==> src/rtl/pe_edge_feeder_pkg.sv <==
// Shared PE array constants: default geometry and the edge feeder FSM encodings.
package pe_edge_feeder_pkg;

    localparam int unsigned PE_N      = 3;
    localparam int unsigned PE_IN_LEN = 8;
    localparam int unsigned PE_K_MAX  = 8;

    localparam int unsigned ST_W = 2;
    localparam logic [ST_W-1:0] ST_IDLE  = 2'd0;
    localparam logic [ST_W-1:0] ST_FEED  = 2'd1;
    localparam logic [ST_W-1:0] ST_DRAIN = 2'd2;

endpackage

==> src/rtl/skew_delay_line.sv <==
// Zero-reset shift register of DEPTH stages; DEPTH=0 degenerates to a wire.
module skew_delay_line #(
    parameter int unsigned DEPTH = 1,
    parameter int unsigned W     = 8
) (
    input  logic         clk,
    input  logic         rst,
    input  logic [W-1:0] d,
    output logic [W-1:0] q
);

    if (DEPTH == 0) begin : g_wire
        logic unused_ctrl;
        assign unused_ctrl = ^{clk, rst};
        assign q = d;
    end else begin : g_pipe
        logic [W-1:0] pipe [DEPTH];

        always_ff @(posedge clk) begin
            if (rst) begin
                for (int k = 0; k < int'(DEPTH); k++) pipe[k] <= '0;
            end else begin
                pipe[0] <= d;
                for (int k = 1; k < int'(DEPTH); k++) pipe[k] <= pipe[k-1];
            end
        end

        assign q = pipe[DEPTH-1];
    end

endmodule

==> src/rtl/pe_edge_feeder.sv <==
// Buffers an N x K operand tile and streams it onto one systolic array edge with
// per-lane diagonal skew, plus the corner-PE cal_en / cal_done handshake.
module pe_edge_feeder
    import pe_edge_feeder_pkg::*;
#(
    parameter int unsigned N      = PE_N,
    parameter int unsigned IN_LEN = PE_IN_LEN,
    parameter int unsigned K_MAX  = PE_K_MAX,
    localparam int unsigned LANE_W = (N > 1) ? $clog2(N) : 1,
    localparam int unsigned COL_W  = (K_MAX > 1) ? $clog2(K_MAX) : 1,
    localparam int unsigned KL_W   = $clog2(K_MAX + 1)
) (
    input  logic                  clk,
    input  logic                  sys_rst,
    input  logic                  wr_en,
    input  logic [LANE_W-1:0]     wr_lane,
    input  logic [COL_W-1:0]      wr_col,
    input  logic [IN_LEN-1:0]     wr_data,
    output logic                  wr_err,
    input  logic                  start,
    input  logic [KL_W-1:0]       k_len,
    output logic                  busy,
    output logic [N*IN_LEN-1:0]   edge_bus,
    output logic                  cal_en,
    output logic                  cal_done
);

    localparam int unsigned DRN_W = LANE_W;

    logic [IN_LEN-1:0]          tile [N][K_MAX];
    logic [ST_W-1:0]            state_q, state_d;
    logic [COL_W-1:0]           col_q, col_d;
    logic [DRN_W-1:0]           drn_q, drn_d;
    logic [KL_W-1:0]            klen_q, klen_d;
    logic [N-1:0][IN_LEN-1:0]   lane_q, lane_d;
    logic                       cal_done_d;
    logic                       wr_ok;
    logic                       go;
    logic [KL_W-1:0]            klen_clamp;
    logic [KL_W-1:0]            col_nxt;

    assign wr_ok = wr_en && !busy
                && ({1'b0, wr_lane} < (LANE_W+1)'(N))
                && ({1'b0, wr_col}  < (COL_W+1)'(K_MAX));

    assign klen_clamp = (k_len > KL_W'(K_MAX)) ? KL_W'(K_MAX) : k_len;
    assign go         = (state_q == ST_IDLE) && start && (k_len != '0);
    assign col_nxt    = KL_W'(col_q) + KL_W'(1);

    // Operand tile; never reset, only written by in-range writes while idle.
    always_ff @(posedge clk) begin
        if (wr_ok) tile[wr_lane][wr_col] <= wr_data;
    end

    // Next-state logic; lane_d is the unskewed value each lane shows next cycle.
    always_comb begin
        state_d    = state_q;
        col_d      = col_q;
        drn_d      = drn_q;
        klen_d     = klen_q;
        lane_d     = '0;
        cal_done_d = 1'b0;
        case (state_q)
            ST_IDLE: begin
                if (go) begin
                    state_d = ST_FEED;
                    col_d   = '0;
                    klen_d  = klen_clamp;
                    // A write in the start cycle must reach the first column.
                    for (int i = 0; i < int'(N); i++) begin
                        lane_d[i] = (wr_ok && wr_lane == LANE_W'(i) && wr_col == '0)
                                  ? wr_data : tile[i][0];
                    end
                end
            end
            ST_FEED: begin
                if (col_nxt == klen_q) begin
                    cal_done_d = 1'b1;
                    drn_d      = '0;
                    state_d    = (N > 1) ? ST_DRAIN : ST_IDLE;
                end else begin
                    col_d = (col_q == COL_W'(K_MAX - 1)) ? col_q : col_q + COL_W'(1);
                    for (int i = 0; i < int'(N); i++) begin
                        lane_d[i] = tile[i][COL_W'(col_nxt)];
                    end
                end
            end
            ST_DRAIN: begin
                if (drn_q == DRN_W'(N - 2)) state_d = ST_IDLE;
                else                        drn_d   = drn_q + DRN_W'(1);
            end
            default: state_d = ST_IDLE;
        endcase
    end

    always_ff @(posedge clk) begin
        if (sys_rst) begin
            state_q  <= ST_IDLE;
            col_q    <= '0;
            drn_q    <= '0;
            klen_q   <= '0;
            lane_q   <= '0;
            cal_en   <= 1'b0;
            cal_done <= 1'b0;
            busy     <= 1'b0;
            wr_err   <= 1'b0;
        end else begin
            state_q  <= state_d;
            col_q    <= col_d;
            drn_q    <= drn_d;
            klen_q   <= klen_d;
            lane_q   <= lane_d;
            cal_en   <= (state_d == ST_FEED);
            cal_done <= cal_done_d;
            busy     <= (state_d != ST_IDLE);
            wr_err   <= wr_en && !wr_ok;
        end
    end

    // Lane i trails lane 0 by i cycles to form the systolic wavefront.
    for (genvar gi = 0; gi < int'(N); gi++) begin : g_lane
        skew_delay_line #(
            .DEPTH (gi),
            .W     (IN_LEN)
        ) u_skew (
            .clk (clk),
            .rst (sys_rst),
            .d   (lane_q[gi]),
            .q   (edge_bus[gi*IN_LEN +: IN_LEN])
        );
    end

endmodule

==> config.mk <==
export PLATFORM = sky130hd
export DESIGN_NAME = pe_edge_feeder
export DESIGN_NICKNAME = d
export VERILOG_FILES = /design/src/rtl/pe_edge_feeder_pkg.sv /design/src/rtl/skew_delay_line.sv /design/src/rtl/pe_edge_feeder.sv
export SDC_FILE = /design/constraint.sdc
export NUM_CORES = 1
export LEC_CHECK = 0
export CORE_MARGIN = 2
export CORE_UTILIZATION = 54
export CTS_CLUSTER_SIZE = 12
export DETAILED_ROUTE_END_ITERATION = 7
export PLACE_DENSITY_LB_ADDON = 0.12
export SYNTH_ARGS = -nofsm -noshare
export SYNTH_HDL_FRONTEND = slang
export SYNTH_HIERARCHICAL = 1
export SYNTH_SLANG_ARGS = --single-unit
export TNS_END_PERCENT = 100
==> constraint.sdc <==
create_clock -name clk -period 2.18 [get_ports clk]
set_input_delay 0.327 -clock clk [delete_from_list [all_inputs] [get_ports clk]]
set_output_delay 0.327 -clock clk [all_outputs]
set_load 0.1 [all_outputs]
==> impl_metrics.json, run 1 <==
{
  "period_share": 0.8973,
  "timing.slew.headroom": 0.4897,
  "synth_common_cells": "192 x edfxtp_1, 63 x dfxtp_1, 51 x mux2i_1",
  "io_buffers": 48,
  "power.leakage_nw": 3.989,
  "drt_iter0_drc": 333,
  "synth_top_area_cell": "edfxtp_1",
  "cts_tree": "built",
  "drt_pass1_iterations": 5,
  "n_fill_cell": 1252,
  "p_sw_mw": 2.148,
  "synth-seq-area-share": 0.7171,
  "synth_edf_count": 192,
  "drv_slew": 0,
  "viasPerCell": 5.642,
  "die_w_um": 138.7,
  "wl_per_cell_um": 21.17,
  "power.share.switching": 0.2123,
  "path_max_fanout": 16,
  "place_hpwl_um": 12290,
  "arrival_ns": 2.31,
  "clk_latency_ns": 0.51,
  "area.growth.synth_to_final_pct": 18.65,
  "synth.avg_cell_area_um2": 17.98,
  "nNetsFinal": 666,
  "path_class": "flop to flop",
  "syn_nets": 569,
  "cts-hold-fix-buffers": 0,
  "powerDensity_nw_per_um2": 870.2,
  "pwr-share-comb": 0.072,
  "grt_use_total": 0.1991,
  "synthesis.area_um2": 9799,
  "vias": 4999,
  "final_hold_viol_count": 0,
  "grt_max_degree": 35,
  "diodes": 0,
  "drc": 0,
  "p_seq_frac": 0.527,
  "r2r_end": "lane_q[20]",
  "p_total_mw": 10.12,
  "synth_area_leaders": "edfxtp_1 59%, dfxtp_1 13%, mux4_2 11%",
  "grt_pass1_wl_um": 29430,
  "synth_ff_type": "edfxtp_1",
  "post-place-ws_ns": -0.1046,
  "totalWireLength_um": 18760,
  "grt_pass1_vias": 5228,
  "overflow": 0,
  "drive_gt1_frac": 0.2998,
  "clk_pin_slew_worst_paths_ns": 0.06,
  "yosysWarnings": 6,
  "setup.worst_path.start_class": "flop",
  "ys_types": 41,
  "maxCapViolations": 0,
  "tightest_slew_ns": 0.7631,
  "worstSetupEndpointType": "flop",
  "synth_cells": 545,
  "min_path_type": "primary input to flop",
  "core_um2": 17900,
  "r2r_cells": 7,
  "reg2reg_slack_ns": 0.22,
  "io_pins": 49,
  "outcome": "complete, no violations",
  "yosysMostFrequentCell": "edfxtp_1",
  "initial_core_util": 0.5474,
  "dieArea_um2": 19240,
  "cts_resized": 0,
  "holdPathStages": 2,
  "antenna_left": 0,
  "async_flop_share": 0,
  "p_int_mw": 7.970,
  "hp-start": "wr_en",
  "required_ns": 2.54,
  "synth_seq_cells": 255,
  "cts_max_path_buffers": 3,
  "antenna_found_initial": 0,
  "rsz0062_at_grt": "no",
  "reg2reg_from": "col_q[0]",
  "cts_buffers": 26,
  "post_cts_buffers": 0,
  "ir_drop_mv": 0.6780,
  "fp.dieH_um": 138.7,
  "htree_levels": 1,
  "fin_skew_ns": 0.008058,
  "cts_root_buffer": "clkbuf_16",
  "gp_congestion": 0.7804,
  "max_freq_ghz": 0.5112,
  "clkPwrFrac": 0.401,
  "std_cell_rows": 49,
  "min_period_ns": 1.956,
  "setup_ws_ns": 0.2238,
  "synth_top_area_share": 0.5884,
  "min_to": "wr_err",
  "cts_sinks": 255,
  "setup-violations-final": 0
}
power by group through the flow:
stage,clock (mW),sequential (mW),combinational (mW)
2_1_floorplan,0,5.51,0.384
3_3_place_gp,0,5.43,0.721
3_5_place_dp,0,5.43,0.736
4_1_cts,4.15,5.33,0.736
5_1_grt,4.34,5.34,0.776
6_report,4.06,5.33,0.729
sequential cells by signal, indices dropped and copies added, names as in the netlist:
register and cells:
tile 192, g_lane.u_skew/g_pipe.pipe 24, lane_q 24, klen_q 4, col_q 3, drn_q 2
state_q 2, busy 1, cal_done 1, cal_en 1, wr_err 1
worst max-delay path by stage:
| stage | from | to | slack, ns | depth (start not counted) |
|---|---|---|---|---|
| 2_1_floorplan | col_q[0] | lane_q[0] | 0.08 | 8 |
| 3_3_place_gp | wr_lane[1] | tile[0][59] | -0.07 | 4 |
| 4_1_cts | col_q[0] | lane_q[20] | 0.09 | 6 |
| 6_report | col_q[0] | lane_q[20] | 0.22 | 7 |
| 3_5_place_dp | wr_lane[1] | tile[0][63] | -0.10 | 4 |
| 5_1_grt | col_q[0] | lane_q[20] | 0.08 | 6 |
final cells by class:
type	count	area, um2	share of cell area
inverter	4	15.01	0.001291
multi-input combinational	242	2510	0.2159
clock inverter	2	7.507	0.0006456
sequential	255	7028	0.6044
tap	229	286.5	0.02464
clock buffer	41	778.2	0.06693
timing repair buffer	113	1002	0.08619
worst max-delay path: stages, from the launching register on:
cell and delay (ns):
dfxtp_1 0.34, ha_4 0.17, ha_2 0.37, xnor2_1 0.12, nand3_1 0.10, o21ai_1 0.21, buf_4 0.28, o22ai_1 0.20
metal layers:
layer	global-route usage	vias up	part of all wire
li1	-	2312	-
met1	0.2880	2510	0.44
met2	0.3257	151	0.48
met3	0.03695	26	0.062
met4	0.03775	0	0.016
met5	0	-	0
placed cells by master, fill, tap and decap left out, types with 4 or more instances in the layout:
cell type	netlist	layout
edfxtp_1	192	192
buf_4	18	84
dfxtp_1	63	62
mux2i_1	51	51
mux4_2	48	48
clkbuf_16	0	27
nor2_1	27	25
o22ai_1	24	24
clkdlybuf4s50_1	0	20
nor2b_1	14	14
nand2_1	11	11
clkbuf_1	12	9
buf_12	0	8
nor2b_2	7	7
and2b_2	6	6
nand2b_1	5	5
a21oi_1	5	5
clkbuf_8	0	5
inv_1	4	4
nand3_1	4	4
or3_1	4	4
cell families after synthesis:
| group | after synthesis | share of synthesized area |
|---|---|---|
| and+or+nand+nor | 94 | 0.05643 |
| AOI/OAI and AO/OA | 42 | 0.02720 |
| xor gates and xnor gates | 4 | 0.003576 |
| DFF | 255 | 0.7171 |
| adders and majority gates | 3 | 0.003831 |
| buffers and inverters | 48 | 0.02949 |
| muxes | 99 | 0.1624 |
metrics by stage:
| step | std cells | TNS [ns] | instance area [um2] | hold slack, ns | utilization |
|---|---|---|---|---|---|
| global placement | 843 | -0.8609 | 10840 | 0.4214 | 0.6054 |
| CTS | 886 | 0 | 11620 | 0.3968 | 0.6493 |
| finish | 886 | 0 | 11630 | 0.4209 | 0.6495 |
| global route | 886 | 0 | 11630 | 0.4201 | 0.6495 |
| floorplan | 545 | 0 | 9812 | 0.3986 | - |
| detailed placement | 843 | -1.619 | 10840 | 0.4235 | 0.6054 |
Power figures use the tool's default switching activity.
==> inputs of run 2 (changes only) <==
--- a/config.mk
+++ b/config.mk
@@ -10,6 +10,7 @@
 export CTS_CLUSTER_SIZE = 12
 export DETAILED_ROUTE_END_ITERATION = 7
 export PLACE_DENSITY_LB_ADDON = 0.12
+export RECOVER_POWER = 100
 export SYNTH_ARGS = -nofsm -noshare
 export SYNTH_HDL_FRONTEND = slang
 export SYNTH_HIERARCHICAL = 1
==> run 2 against run 1 <==
Power decreased by 0.44%. Wire length down 0.28%. Clock power hardly changed. Largest cell class unchanged. Cell count unchanged. Global-route usage unchanged. Worst hold slack improved by 0.00096 ns. Critical path type unchanged. Sequential cell count did not move.
==> impl_metrics.json, run 2 (same netlist as run 1, synthesis figures left out) <==
{
  "outcome": "complete, no violations",
  "largest_register_ffs": 192,
  "setup.worst_path.start_class": "flop",
  "regMostFlops": "tile",
  "grt_use_total": 0.1991,
  "totalWireLength_um": 18710,
  "fp.dieH_um": 138.7,
  "rsz0062_at_grt": "no",
  "place_hpwl_um": 12290,
  "clk_latency_ns": 0.51,
  "gp_congestion": 0.7804,
  "ir_drop_mv": 0.6748,
  "nNetsFinal": 666,
  "post_cts_buffers": 0,
  "drt_iter0_drc": 347,
  "cts_buffers": 26,
  "cts_tree": "built",
  "vias": 5011,
  "crit_chain": "nand2b_1 -> clkbuf_1 -> a211oi_1 -> clkbuf_1 -> nand2_1 -> nor2_1 -> clkbuf_2",
  "antenna_found_initial": 0,
  "instances_no_fill": 886,
  "htree_levels": 1,
  "drive_gt1_frac": 0.2633,
  "grt_max_degree": 35,
  "place_area_um2": 10840,
  "io_pins": 49,
  "crit_slowest_cell": "dfxtp_1",
  "cts_root_buffer": "clkbuf_16",
  "arrival_ns": 2.19,
  "wl_per_cell_um": 21.11,
  "mostFrequentLayoutCells": "192 x edfxtp_1, 63 x dfxtp_1, 51 x mux2i_1, 48 x mux4_2, 44 x clkbuf_2",
  "largest_registers": "tile: 192 flops, g_lane.u_skew/g_pipe.pipe: 24 flops, lane_q: 24 flops",
  "powerDensity_nw_per_um2": 882.0,
  "area.growth.synth_to_final_pct": 16.55,
  "min_path_type": "primary input to flop",
  "stdcell_area_um2": 11420,
  "antenna_left": 0,
  "final_hold_viol_count": 0,
  "dieArea_um2": 19240,
  "max_stage_delay_ns": 0.37,
  "cp_common_cell": "clkbuf_1",
  "initial_core_util": 0.5474,
  "layout_commonest_cell": "edfxtp_1",
  "path_max_fanout": 8,
  "cts_max_path_buffers": 3,
  "holdPathStages": 2,
  "r2r_cells": 7,
  "core_um2": 17900,
  "grt_pass1_vias": 5228,
  "tightest_slew_ns": 1.282,
  "post-place-cells": 843,
  "setup-violations-final": 0,
  "drc": 0,
  "cts_sinks": 255,
  "diodes": 0,
  "clk_pin_slew_worst_paths_ns": 0.06,
  "period_share": 0.9172,
  "max_freq_ghz": 0.5001,
  "std_cell_rows": 49,
  "timing.hold.ws_ns": 0.4219,
  "min_period_ns": 1.999,
  "path_class": "flop to flop",
  "io_buffers": 48,
  "timing.slew.headroom": 0.1455,
  "grt_pass1_wl_um": 29430,
  "power.leakage_nw": 3.885,
  "drt_pass1_iterations": 5,
  "drv_slew": 0,
  "overflow": 0,
  "maxCapViolations": 0,
  "worstSetupEndpointType": "flop",
  "die_w_um": 138.7,
  "viasPerCell": 5.656,
  "fin_skew_ns": 0.007739,
  "required_ns": 2.37
}
[run 2: report_power, final]
part | switching [mW] | leakage, nW | internal, mW
Sequential | 0.0301 | 2.24 | 5.30
Combinational | 0.469 | 1.26 | 0.218
Clock | 1.64 | 0.382 | 2.41
Total | 2.14 | 3.89 | 7.93
[run 2: final timing paths]
path / startpoint / endpoint / slack [ns]
min: wr_en / wr_err / 0.42
min reg2reg: lane_q[8] / g_lane[1].u_skew/g_pipe.pipe[0][0] / 0.44
max reg2reg: busy / tile[1][33] / 0.18
max: busy / tile[1][33] / 0.18
[run 2: per-layer routing]
| metal | routed length, um | track usage |
|---|---|---|
| met1 | 8222 | 0.2880 |
| met2 | 9070 | 0.3257 |
| met3 | 1123 | 0.03695 |
| met4 | 290 | 0.03775 |
| met5 | 0 | 0 |
[run 2: cell type report]
| type | instances | area, um2 |
|---|---|---|
| inverters | 4 | 15.01 |
| well taps | 229 | 286.5 |
| fillers | 1300 | 6481 |
| repair buffers | 113 | 808.3 |
| clock inverters | 2 | 7.507 |
| flip-flops and latches | 255 | 7027 |
| clock buffers | 41 | 778.2 |
| multi-input cells | 242 | 2499 |
[run 2: worst max-delay path: cells and delay by family, from the launching register on]
kind	cells	cell delay, ns
buffers and inverters	3	0.64
and+or+nand+nor	3	0.47
AOI/OAI and AO/OA	1	0.19
DFF	1	0.37
[run 2: stage by stage]
step           worst slack [ns]  TNS [ns]  total power [mW]  utilization
2_1_floorplan           0.08099         0             5.892            -
3_3_place_gp           -0.06876   -0.8609             6.152       0.6054
3_5_place_dp            -0.1046    -1.619             6.169       0.6054
4_1_cts                 0.08926         0             10.22       0.6493
5_1_grt                 0.04024         0             10.41       0.6380
6_report                 0.1806         0             10.07       0.6380
[run 2: repair_timing]
action | CTS | global route
gates resized for setup | 0 | 1
hold buffers | 0 | 0
setup endpoints to repair | 0 | 1
